[src/rtl/mips_multicycle_ctrl.sv]
// Moore control FSM for the multicycle MIPS datapath, with memory wait-state
// handshake and a bounded-wait watchdog that halts the core when memory stalls too long.
module mips_multicycle_ctrl #(
    parameter int unsigned MAX_WAIT = 15
) (
    input  logic       clk,
    input  logic       reset,
    input  logic [5:0] opcode,
    input  logic       zero,
    input  logic       mem_ready,
    output logic       pc_en,
    output logic       ir_write,
    output logic       mem_read,
    output logic       mem_write,
    output logic       iord,
    output logic       reg_write,
    output logic       reg_dst,
    output logic       mem_to_reg,
    output logic       alu_src_a,
    output logic [1:0] alu_src_b,
    output logic [1:0] alu_op,
    output logic [1:0] pc_src,
    output logic       illegal_op,
    output logic       mem_timeout,
    output logic [3:0] state
);

    localparam int unsigned CW = (MAX_WAIT > 1) ? $clog2(MAX_WAIT) : 1;

    localparam logic [5:0] OP_R    = 6'b000000;
    localparam logic [5:0] OP_LW   = 6'b100011;
    localparam logic [5:0] OP_SW   = 6'b101011;
    localparam logic [5:0] OP_BEQ  = 6'b000100;
    localparam logic [5:0] OP_J    = 6'b000010;
    localparam logic [5:0] OP_ADDI = 6'b001000;

    typedef enum logic [3:0] {
        S_FETCH  = 4'd0,
        S_DECODE = 4'd1,
        S_MEMADR = 4'd2,
        S_MEMRD  = 4'd3,
        S_MEMWB  = 4'd4,
        S_MEMWR  = 4'd5,
        S_EXEC   = 4'd6,
        S_RTWB   = 4'd7,
        S_BRANCH = 4'd8,
        S_JUMP   = 4'd9,
        S_ADDIEX = 4'd10,
        S_ADDIWB = 4'd11,
        S_HALT   = 4'd12
    } state_t;

    state_t        cur_state, nxt_state;
    logic [CW-1:0] wait_cnt, wait_cnt_nxt;
    logic          timeout_flag, timeout_nxt;
    logic          wait_done;
    logic          stall_halt;
    logic [CW-1:0] wait_cnt_inc;

    always_ff @(posedge clk) begin
        if (reset) begin
            cur_state    <= S_FETCH;
            wait_cnt     <= '0;
            timeout_flag <= 1'b0;
        end else begin
            cur_state    <= nxt_state;
            wait_cnt     <= wait_cnt_nxt;
            timeout_flag <= timeout_nxt;
        end
    end

    assign wait_done    = (wait_cnt == CW'(MAX_WAIT - 1));
    assign stall_halt   = !mem_ready && wait_done;
    assign wait_cnt_inc = wait_cnt + CW'(1);
    assign mem_timeout  = timeout_flag;
    assign state        = cur_state;

    always_comb begin
        nxt_state    = cur_state;
        wait_cnt_nxt = '0;
        timeout_nxt  = timeout_flag;
        pc_en        = 1'b0;
        ir_write     = 1'b0;
        mem_read     = 1'b0;
        mem_write    = 1'b0;
        iord         = 1'b0;
        reg_write    = 1'b0;
        reg_dst      = 1'b0;
        mem_to_reg   = 1'b0;
        alu_src_a    = 1'b0;
        alu_src_b    = 2'b00;
        alu_op       = 2'b00;
        pc_src       = 2'b00;
        illegal_op   = 1'b0;

        // Memory states share one stall rule: count while not ready, halt on the last permitted cycle.
        if ((cur_state == S_FETCH || cur_state == S_MEMRD || cur_state == S_MEMWR) && !mem_ready) begin
            if (stall_halt) begin
                nxt_state   = S_HALT;
                timeout_nxt = 1'b1;
            end else begin
                wait_cnt_nxt = wait_cnt_inc;
            end
        end

        case (cur_state)
            S_FETCH: begin
                mem_read  = 1'b1;
                alu_src_b = 2'b01;
                if (mem_ready) begin
                    ir_write  = 1'b1;
                    pc_en     = 1'b1;
                    nxt_state = S_DECODE;
                end
            end
            S_DECODE: begin
                alu_src_b = 2'b11;
                case (opcode)
                    OP_R:         nxt_state = S_EXEC;
                    OP_LW, OP_SW: nxt_state = S_MEMADR;
                    OP_BEQ:       nxt_state = S_BRANCH;
                    OP_J:         nxt_state = S_JUMP;
                    OP_ADDI:      nxt_state = S_ADDIEX;
                    default: begin
                        illegal_op = 1'b1;
                        nxt_state  = S_FETCH;
                    end
                endcase
            end
            S_MEMADR: begin
                alu_src_a = 1'b1;
                alu_src_b = 2'b10;
                nxt_state = (opcode == OP_SW) ? S_MEMWR : S_MEMRD;
            end
            S_MEMRD: begin
                mem_read = 1'b1;
                iord     = 1'b1;
                if (mem_ready) nxt_state = S_MEMWB;
            end
            S_MEMWB: begin
                reg_write  = 1'b1;
                mem_to_reg = 1'b1;
                nxt_state  = S_FETCH;
            end
            S_MEMWR: begin
                mem_write = 1'b1;
                iord      = 1'b1;
                if (mem_ready) nxt_state = S_FETCH;
            end
            S_EXEC: begin
                alu_src_a = 1'b1;
                alu_op    = 2'b10;
                nxt_state = S_RTWB;
            end
            S_RTWB: begin
                reg_write = 1'b1;
                reg_dst   = 1'b1;
                nxt_state = S_FETCH;
            end
            S_BRANCH: begin
                alu_src_a = 1'b1;
                alu_op    = 2'b01;
                pc_src    = 2'b01;
                pc_en     = zero;
                nxt_state = S_FETCH;
            end
            S_JUMP: begin
                pc_src    = 2'b10;
                pc_en     = 1'b1;
                nxt_state = S_FETCH;
            end
            S_ADDIEX: begin
                alu_src_a = 1'b1;
                alu_src_b = 2'b10;
                nxt_state = S_ADDIWB;
            end
            S_ADDIWB: begin
                reg_write = 1'b1;
                nxt_state = S_FETCH;
            end
            S_HALT: nxt_state = S_HALT;
            default: nxt_state = S_FETCH;
        endcase
    end

endmodule

[config.mk]
export PLATFORM = sky130hd
export DESIGN_NAME = mips_multicycle_ctrl
export DESIGN_NICKNAME = d
export VERILOG_FILES = /design/src/rtl/mips_multicycle_ctrl.sv
export SDC_FILE = /design/constraint.sdc
export NUM_CORES = 1
export LEC_CHECK = 0
export CAP_MARGIN = 15
export CORE_MARGIN = 1
export CORE_UTILIZATION = 30
export DETAILED_ROUTE_END_ITERATION = 8
export HOLD_SLACK_MARGIN = 0.03
export PLACE_DENSITY = 0.64
export SYNTH_ARGS = -nofsm -noshare
export SYNTH_HDL_FRONTEND = slang
export SYNTH_SLANG_ARGS = --single-unit
export TNS_END_PERCENT = 5
[constraint.sdc]
create_clock -name clk -period 1.25 [get_ports clk]
set_input_delay 0.1875 -clock clk [delete_from_list [all_inputs] [get_ports clk]]
set_output_delay 0.1875 -clock clk [all_outputs]
set_load 0.01 [all_outputs]
==> results of run 1 <==
[logic make-up (layout without fill, tap and decap cells)]
logic type | count (synthesis) | after routing | share of synthesized area, %
adders and majority gates | 2 | 2 | 3.09
xor gates and xnor gates | 6 | 6 | 7.42
buffers and inverters | 12 | 79 | 8.04
and+or+nand+nor | 50 | 50 | 34.3
DFF | 9 | 9 | 22.3
AOI/OAI and AO/OA | 31 | 31 | 24.9
[final cells by class]
type                    count  area [um2]  area share, %
clock buffers               4        26.3           1.74
well taps                  30        37.5           2.48
multi-input cells          89         694           45.9
repair buffers             71         546           36.1
inverters                   4        15.0          0.993
flip-flops and latches      9         193           12.7
[path summary, 6_finish.rpt]
| kind | slack [ns] | end |
|---|---|---|
| max | -0.28 | state[3] |
| min | 0.46 | mem_timeout |
| max reg2reg | -0.28 | state[3] |
| min reg2reg | 0.46 | mem_timeout |
[timing repair]
action                     4_1_cts  5_1_grt
setup endpoints to repair       30       28
gates resized for setup         98       14
pin swaps                        7        5
setup buffers                    3        1
hold buffers                     0        0
[sequential cells by signal (all words and copies together), names as in the netlist]
register,cells
wait_cnt,4
state,4
mem_timeout,1
[metal layers]
| layer | wire [um] | vias to the layer above | GRT usage (%) |
|---|---|---|---|
| li1 | - | 535 | - |
| met1 | 1180 | 500 | 24.7 |
| met2 | 1460 | 44 | 34.8 |
| met3 | 196 | 4 | 2.26 |
| met4 | 43 | 0 | 7.89 |
| met5 | 0 | - | 0 |
[cells in the final DEF (no fill, tap or decap), types with 4 or more instances in the layout]
cell type and instances:
sky130_fd_sc_hd__dfxtp_1 5, sky130_fd_sc_hd__dlygate4sd2_1 4, sky130_fd_sc_hd__clkdlybuf4s50_1 7, sky130_fd_sc_hd__a21oi_1 10, sky130_fd_sc_hd__nor3_2 5, sky130_fd_sc_hd__nor2_1 14
sky130_fd_sc_hd__buf_2 14, sky130_fd_sc_hd__buf_4 37, sky130_fd_sc_hd__nand2b_1 4, sky130_fd_sc_hd__inv_1 4
[where the power goes]
part | internal (mW) | switching (mW) | total, mW
combinational | 0.141 | 0.127 | 0.268
clock | 0.123 | 0.0983 | 0.221
sequential | 0.289 | 0.00762 | 0.297
[Yosys cell counts, types with 2 or more instances]
| cell | count |
|---|---|
| sky130_fd_sc_hd__nor2_1 | 17 |
| sky130_fd_sc_hd__a21oi_1 | 12 |
| sky130_fd_sc_hd__dfxtp_1 | 9 |
| sky130_fd_sc_hd__nand2b_1 | 8 |
| sky130_fd_sc_hd__nor3_1 | 6 |
| sky130_fd_sc_hd__buf_2 | 4 |
| sky130_fd_sc_hd__inv_1 | 4 |
| sky130_fd_sc_hd__and3_1 | 3 |
| sky130_fd_sc_hd__o31ai_1 | 3 |
| sky130_fd_sc_hd__xor2_1 | 3 |
| sky130_fd_sc_hd__a31oi_1 | 2 |
| sky130_fd_sc_hd__buf_6 | 2 |
| sky130_fd_sc_hd__clkbuf_1 | 2 |
| sky130_fd_sc_hd__ha_1 | 2 |
| sky130_fd_sc_hd__nand3_1 | 2 |
| sky130_fd_sc_hd__nand3b_1 | 2 |
| sky130_fd_sc_hd__nand4_1 | 2 |
| sky130_fd_sc_hd__nor4_1 | 2 |
| sky130_fd_sc_hd__nor4b_1 | 2 |
| sky130_fd_sc_hd__o2111ai_1 | 2 |
| sky130_fd_sc_hd__o21ai_0 | 2 |
| sky130_fd_sc_hd__xnor2_1 | 2 |
[stage by stage]
step	instance area [um2]	power, mW	hold WS, ns	utilization [%]	worst slack [ns]
after global placement	1380	0.549	0.434	54.7	-0.688
after CTS	1450	0.776	0.448	57.4	-0.323
after detailed placement	1380	0.553	0.440	54.7	-0.703
after global routing	1510	0.831	0.505	59.9	-0.315
after floorplan	820	0.405	0.257	-	-0.151
final	1510	0.786	0.462	59.9	-0.282
[critical path, cell delays in order (launching register included)]
cell,delay [ns]
sky130_fd_sc_hd__dfxtp_4,0.37
sky130_fd_sc_hd__buf_4,0.17
sky130_fd_sc_hd__buf_4,0.17
sky130_fd_sc_hd__nor4_2,0.33
sky130_fd_sc_hd__o2111ai_2,0.20
sky130_fd_sc_hd__a31oi_4,0.22
==> impl_summary.txt, run 1 <==
----------------------------------------------------
[Pwr]
  Leakage power ... about 0.66 nW
  Worst ir drop on vdd ... between 0.0005 and 0.0006 V
  Cell Pwr Density ... about 520 nW/um2

[Timing]
  Final worst slack ... -0.282 ns
  Final-report setup violation count ... 25
  Fmax ... about 0.65 GHz
  Total negative slack ... -3.90 ns
  Hold violation total from the final report ... 0
  Slew Limit Headroom ... about three quarters
  Fin Clk Skew ... approximately 0.0019 ns
  Crit share post-route ... 123%
  Number of pins exceeding their max-slew limit in the final report ... 0
  Unrepaired setup endpoints after global routing ... true
  Final critical-path required period ... between 1.5 and 2 ns
  Worst Max-Slew Pin Slew ... between 0.3 and 0.4 ns

[Floorplanning]
  Effective utilization at floorplan ... ~32%
  Floorplan die width ... about 54 um
  Die span in y ... ~54 um
  Core outline area ... about 2500 um2
  Row count ... 18
  Die Footprint ... 2910 um2
  Top-Level Pins ... 31

[Final layout]
  Fillers ... ~240
  Fraction of final layout cells sized beyond drive strength 1 ... a little over half
  Layout net count ... 190
  Area overhead of the layout relative to synthesis ... 86.7%
  Diode count ... 0
  Final instance count without filler cells ... roughly 210

[Placed design]
  Port bufs ... 30
  Final Wtd Congestion ... roughly 0.87
  Detailed placement HPWL ... about 2.0 mm
  Cell count after placement ... about 200

[Synth]
  Count of unique library cells instantiated by Yosys ... 39
  Synthesized area per cell ... ~7.4 um2
  Count of flip-flops with a built-in enable after synthesis ... 0
  Synthesized cell area ... just over 800 um2
  Ys flop type ... sky130_fd_sc_hd__dfxtp_1
  Yosys Warn Count ... 0
  Synth top area cells ... sky130_fd_sc_hd__dfxtp_1, sky130_fd_sc_hd__nor2_1, sky130_fd_sc_hd__a21oi_1
  FFs w/ async S/R, synth ... 0%
  Synth top area share ... between 20 and 25%
  Sequential share of the synthesized area ... 22.3%
  Flip-flop and latch count after synthesis ... 9
  Synthesized instance count ... 110
  Most area-hungry cell type in the Yosys netlist ... sky130_fd_sc_hd__dfxtp_1
  Net count after synthesis ... about 120

[Global route]
  Residual overflow from global routing ... 0
  Total routing usage reported by global routing ... 20.0%
  First-pass GRT wire length ... 4.20 mm
  Number of antenna violations at the first check in global routing ... 0
  Vias in the first global route ... about 1000
  Maximum number of pins on one net before global-route repair ... 11

[Worst setup path]
  Worst Setup Path Type ... reg2reg
  Worst reg-to-reg path cell count ... 5
  Capturing element type of the critical path ... register
  Worst reg2reg path startpoint ... state[3]
  Crit-path max FO ... 9
  Beginning of the critical path ... state[3]
  Critical Path Start Type ... register
  Worst EP required ... around 1.4 ns
  Arrival time at the worst endpoint ... 1.71 ns

[Route]
  Detail-routed via count per cell ... 5.23
  DRT Wirelength ... 2.88 mm
  Routed WL per cell ... approximately 14 um
  First drt pass iteration count ... 4
  Final routed DRC violation total ... 0
  Iteration-0 DRC Markers ... 16
  Number of nets still failing antenna checks after routing ... 0
  Routed vias ... 1083

[Clocking]
  Clock Sinks ... 9
  Clock-pin slew reported for the worst setup and hold paths after clock tree synthesis ... ~0.06 ns
  Insertion delay of the later-clocked pin in the worst-skew pair ... between 0.2 and 0.3 ns
  Buffer levels on the longest clock path ... 2
  Maximum level of the CTS H-tree ... 1
  Root cell of the clock tree ... sky130_fd_sc_hd__clkbuf_4
  Num CTS Buffers ... 3
  TritonCTS clock tree ... done

[Hold path]
  Hold Path Class ... reg2reg
  HP Start ... mem_timeout
  WHS Path Cells ... 2

[Job]
  Max-capacitance violation count ... 0

[Outcome]
  Violated checks ... negative setup slack
  Result of the run ... complete, but fails checks

----------------------------------------------------
Note: power is estimated with default switching activity, not from simulation.
==> run 2: changes to the inputs <==
--- a/config.mk
+++ b/config.mk
@@ -9,6 +9,7 @@
 export CORE_MARGIN = 1
 export CORE_UTILIZATION = 30
 export DETAILED_ROUTE_END_ITERATION = 8
+export GPL_TIMING_DRIVEN = 0
 export HOLD_SLACK_MARGIN = 0.03
 export PLACE_DENSITY = 0.64
 export SYNTH_ARGS = -nofsm -noshare
==> impl_summary.txt, run 2 (same netlist as run 1, synthesis figures left out) <==
----------------------------------------------------
[Route]
  DRT Wirelength ... 2.71 mm (-5.8%)
  Number of nets still failing antenna checks after routing ... 0 (unchanged)
  Iteration-0 DRC Markers ... 22 (+6)
  Final routed DRC violation total ... 0 (unchanged)
  Routed vias ... 1001 (-7.6%)
  Routed WL per cell ... 14.6 um (+5.4%)
  First drt pass iteration count ... 4 (unchanged)
  Detail-routed via count per cell ... 5.41 (+3.4%)

[Clocking]
  Maximum level of the CTS H-tree ... 1 (unchanged)
  Insertion delay of the later-clocked pin in the worst-skew pair ... 0.26 ns (about the same)
  Clock Sinks ... 9 (unchanged)
  Root cell of the clock tree ... sky130_fd_sc_hd__clkbuf_4
  Clock-pin slew reported for the worst setup and hold paths after clock tree synthesis ... 0.05 ns (about the same)
  Num CTS Buffers ... 3 (unchanged)
  Hold-fix buffers, CTS ... 0 (unchanged)
  TritonCTS clock tree ... done
  Buffer levels on the longest clock path ... 2 (unchanged)

[Timing]
  Total negative slack ... -4.52 ns (-0.617 ns)
  Fin Clk Skew ... 0.00395 ns (+0.00208 ns)
  Unrepaired setup endpoints after global routing ... true
  Number of pins exceeding their max-slew limit in the final report ... 0 (unchanged)
  Worst Max-Slew Pin Slew ... 0.325 ns (-0.0160 ns)
  Final worst slack ... -0.329 ns (-0.0468 ns)
  Final critical-path required period ... 1.58 ns (+0.0468 ns)
  Final hold slack ... 0.459 ns (-0.00289 ns)
  Slew Limit Headroom ... 78.3% (+1.3 points)
  Final-report setup violation count ... 25 (unchanged)
  Crit share post-route ... 126% (+3.7 points)
  Fmax ... 0.633 GHz (-3.0%)
  Hold violation total from the final report ... 0 (unchanged)

[Worst setup path]
  Library cell contributing the largest single delay on the critical path ... sky130_fd_sc_hd__or4b_4
  Worst EP required ... 1.43 ns (about the same)
  Arrival time at the worst endpoint ... 1.76 ns (+0.05 ns)
  Crit path cell chain ... buf_6 > xor2_2 > o21ai_2 > or4b_4 > a31oi_1
  Largest delay share family, worst path ... simple AND/OR/NAND/NOR gates
  Capturing element type of the critical path ... register
  Bufs and invs on worst path ... 1 (-1)
  Worst Setup Path Type ... reg2reg
  Largest stage delay on the critical path ... 0.50 ns (+0.13 ns)
  Crit-path max FO ... 7 (-2)
  Critical Path Start Type ... register

[Pwr]
  Leakage power ... 0.574 nW (-13%)
  Total design power ... 0.763 mW (-3.0%)
  Cell Pwr Density ... 541 nW/um2 (+4.1%)
  Worst ir drop on vdd ... 0.000594 V (+8.3%)

[Outcome]
  Violated checks ... negative setup slack
  Result of the run ... complete, but fails checks

[Floorplanning]
  Effective utilization at floorplan ... 32.1% (unchanged)
  Row count ... 18 (unchanged)
  Core outline area ... 2520 um2 (unchanged)
  Floorplan die width ... 53.9 um (unchanged)
  Die Footprint ... 2910 um2 (unchanged)
  Top-Level Pins ... 31 (unchanged)
  Die span in y ... 53.9 um (unchanged)

[Placed design]
  Cell count after placement ... 170 (-15%)
  Dpl cell area ... 1160 um2 (-16%)
  Final Wtd Congestion ... 0.831 (-4.3%)
  Worst setup timing slack at the placement stage ... -0.824 ns (-0.121 ns)
  Port bufs ... 30 (unchanged)
  Detailed placement HPWL ... 1.70 mm (-13%)

[Global route]
  Total routing usage reported by global routing ... 20.3% (+0.33 points)
  Vias in the first global route ... 916 (-8.1%)
  Maximum number of pins on one net before global-route repair ... 11 (unchanged)
  First-pass GRT wire length ... 4.25 mm (+1.3%)
  Number of antenna violations at the first check in global routing ... 0 (unchanged)
  Residual overflow from global routing ... 0 (unchanged)

[Final layout]
  Layout net count ... 168 (-12%)
  Post-layout instance area ... 1410 um2 (-6.8%)
  Final instance count without filler cells ... 185 (-11%)
  Area occupied by multi-input gates ... 724 um2 (+4.3%)
  Top library cells by usage in the layout, fill and taps aside ... sky130_fd_sc_hd__buf_2, sky130_fd_sc_hd__nor2_1, sky130_fd_sc_hd__a21oi_1, sky130_fd_sc_hd__buf_4
  Area overhead of the layout relative to synthesis ... 74.0%
  Diode count ... 0 (unchanged)
  Fillers ... 240 (+1.3%)
  Fraction of the core area covered by cells at the end of the flow ... 55.9% (-4.1 points)
  Most common cell after layout, fill and taps aside ... sky130_fd_sc_hd__buf_2
  Fraction of final layout cells sized beyond drive strength 1 ... 45.2% (-7.4 points)
  Total area of sequential cells ... 193 um2 (unchanged)

[Job]
  Max-capacitance violation count ... 0 (unchanged)

[Hold path]
  Hold Path Class ... reg2reg

----------------------------------------------------
## run 2: repair_timing
item,CTS,global route
setup endpoints to repair,30,25
buffers inserted,10,2
pin swaps,12,5
gates resized for setup,115,14
endpoints found under the hold margin,0,0
## run 2: final cells by class
| type | count | share of cell area, % |
|---|---|---|
| well taps | 30 | 2.66 |
| flip-flops and latches | 9 | 13.7 |
| plain buffers | 7 | 7.19 |
| clock buffers | 4 | 1.87 |
| multi-input cells | 89 | 51.4 |
| inverters | 4 | 1.07 |
| repair buffers | 42 | 22.1 |
## run 2: worst reg2reg max path, stage by stage (launching register included)
cell and delay [ns]:
sky130_fd_sc_hd__dfxtp_4 0.39, sky130_fd_sc_hd__buf_6 0.14, sky130_fd_sc_hd__xor2_2 0.14, sky130_fd_sc_hd__o21ai_2 0.18, sky130_fd_sc_hd__or4b_4 0.50, sky130_fd_sc_hd__a31oi_1 0.16
## run 2: path summary, 6_finish.rpt
kind | slack (ns) | start | depth (start not counted) | to
min | 0.46 | mem_timeout | 2 | mem_timeout
min reg2reg | 0.46 | mem_timeout | 2 | mem_timeout
max | -0.33 | state[0] | 5 | state[3]
max reg2reg | -0.33 | state[0] | 5 | state[3]
## run 2: layer usage
metal	up-vias	wire [um]	GRT usage [%]	share of wire, %
li1	494	-	-	-
met1	467	1160	25.3	43
met2	37	1350	35.4	50
met3	3	166	2.82	6.1
met4	0	30	6.58	1.1
met5	-	0	0	0
## run 2: where the power goes
part / switching (mW) / total (mW) / leakage [nW] / internal, mW
logic: 0.123 / 0.241 / 0.483 / 0.118
clock network: 0.0971 / 0.220 / 0.0150 / 0.123
registers: 0.0124 / 0.302 / 0.0757 / 0.289
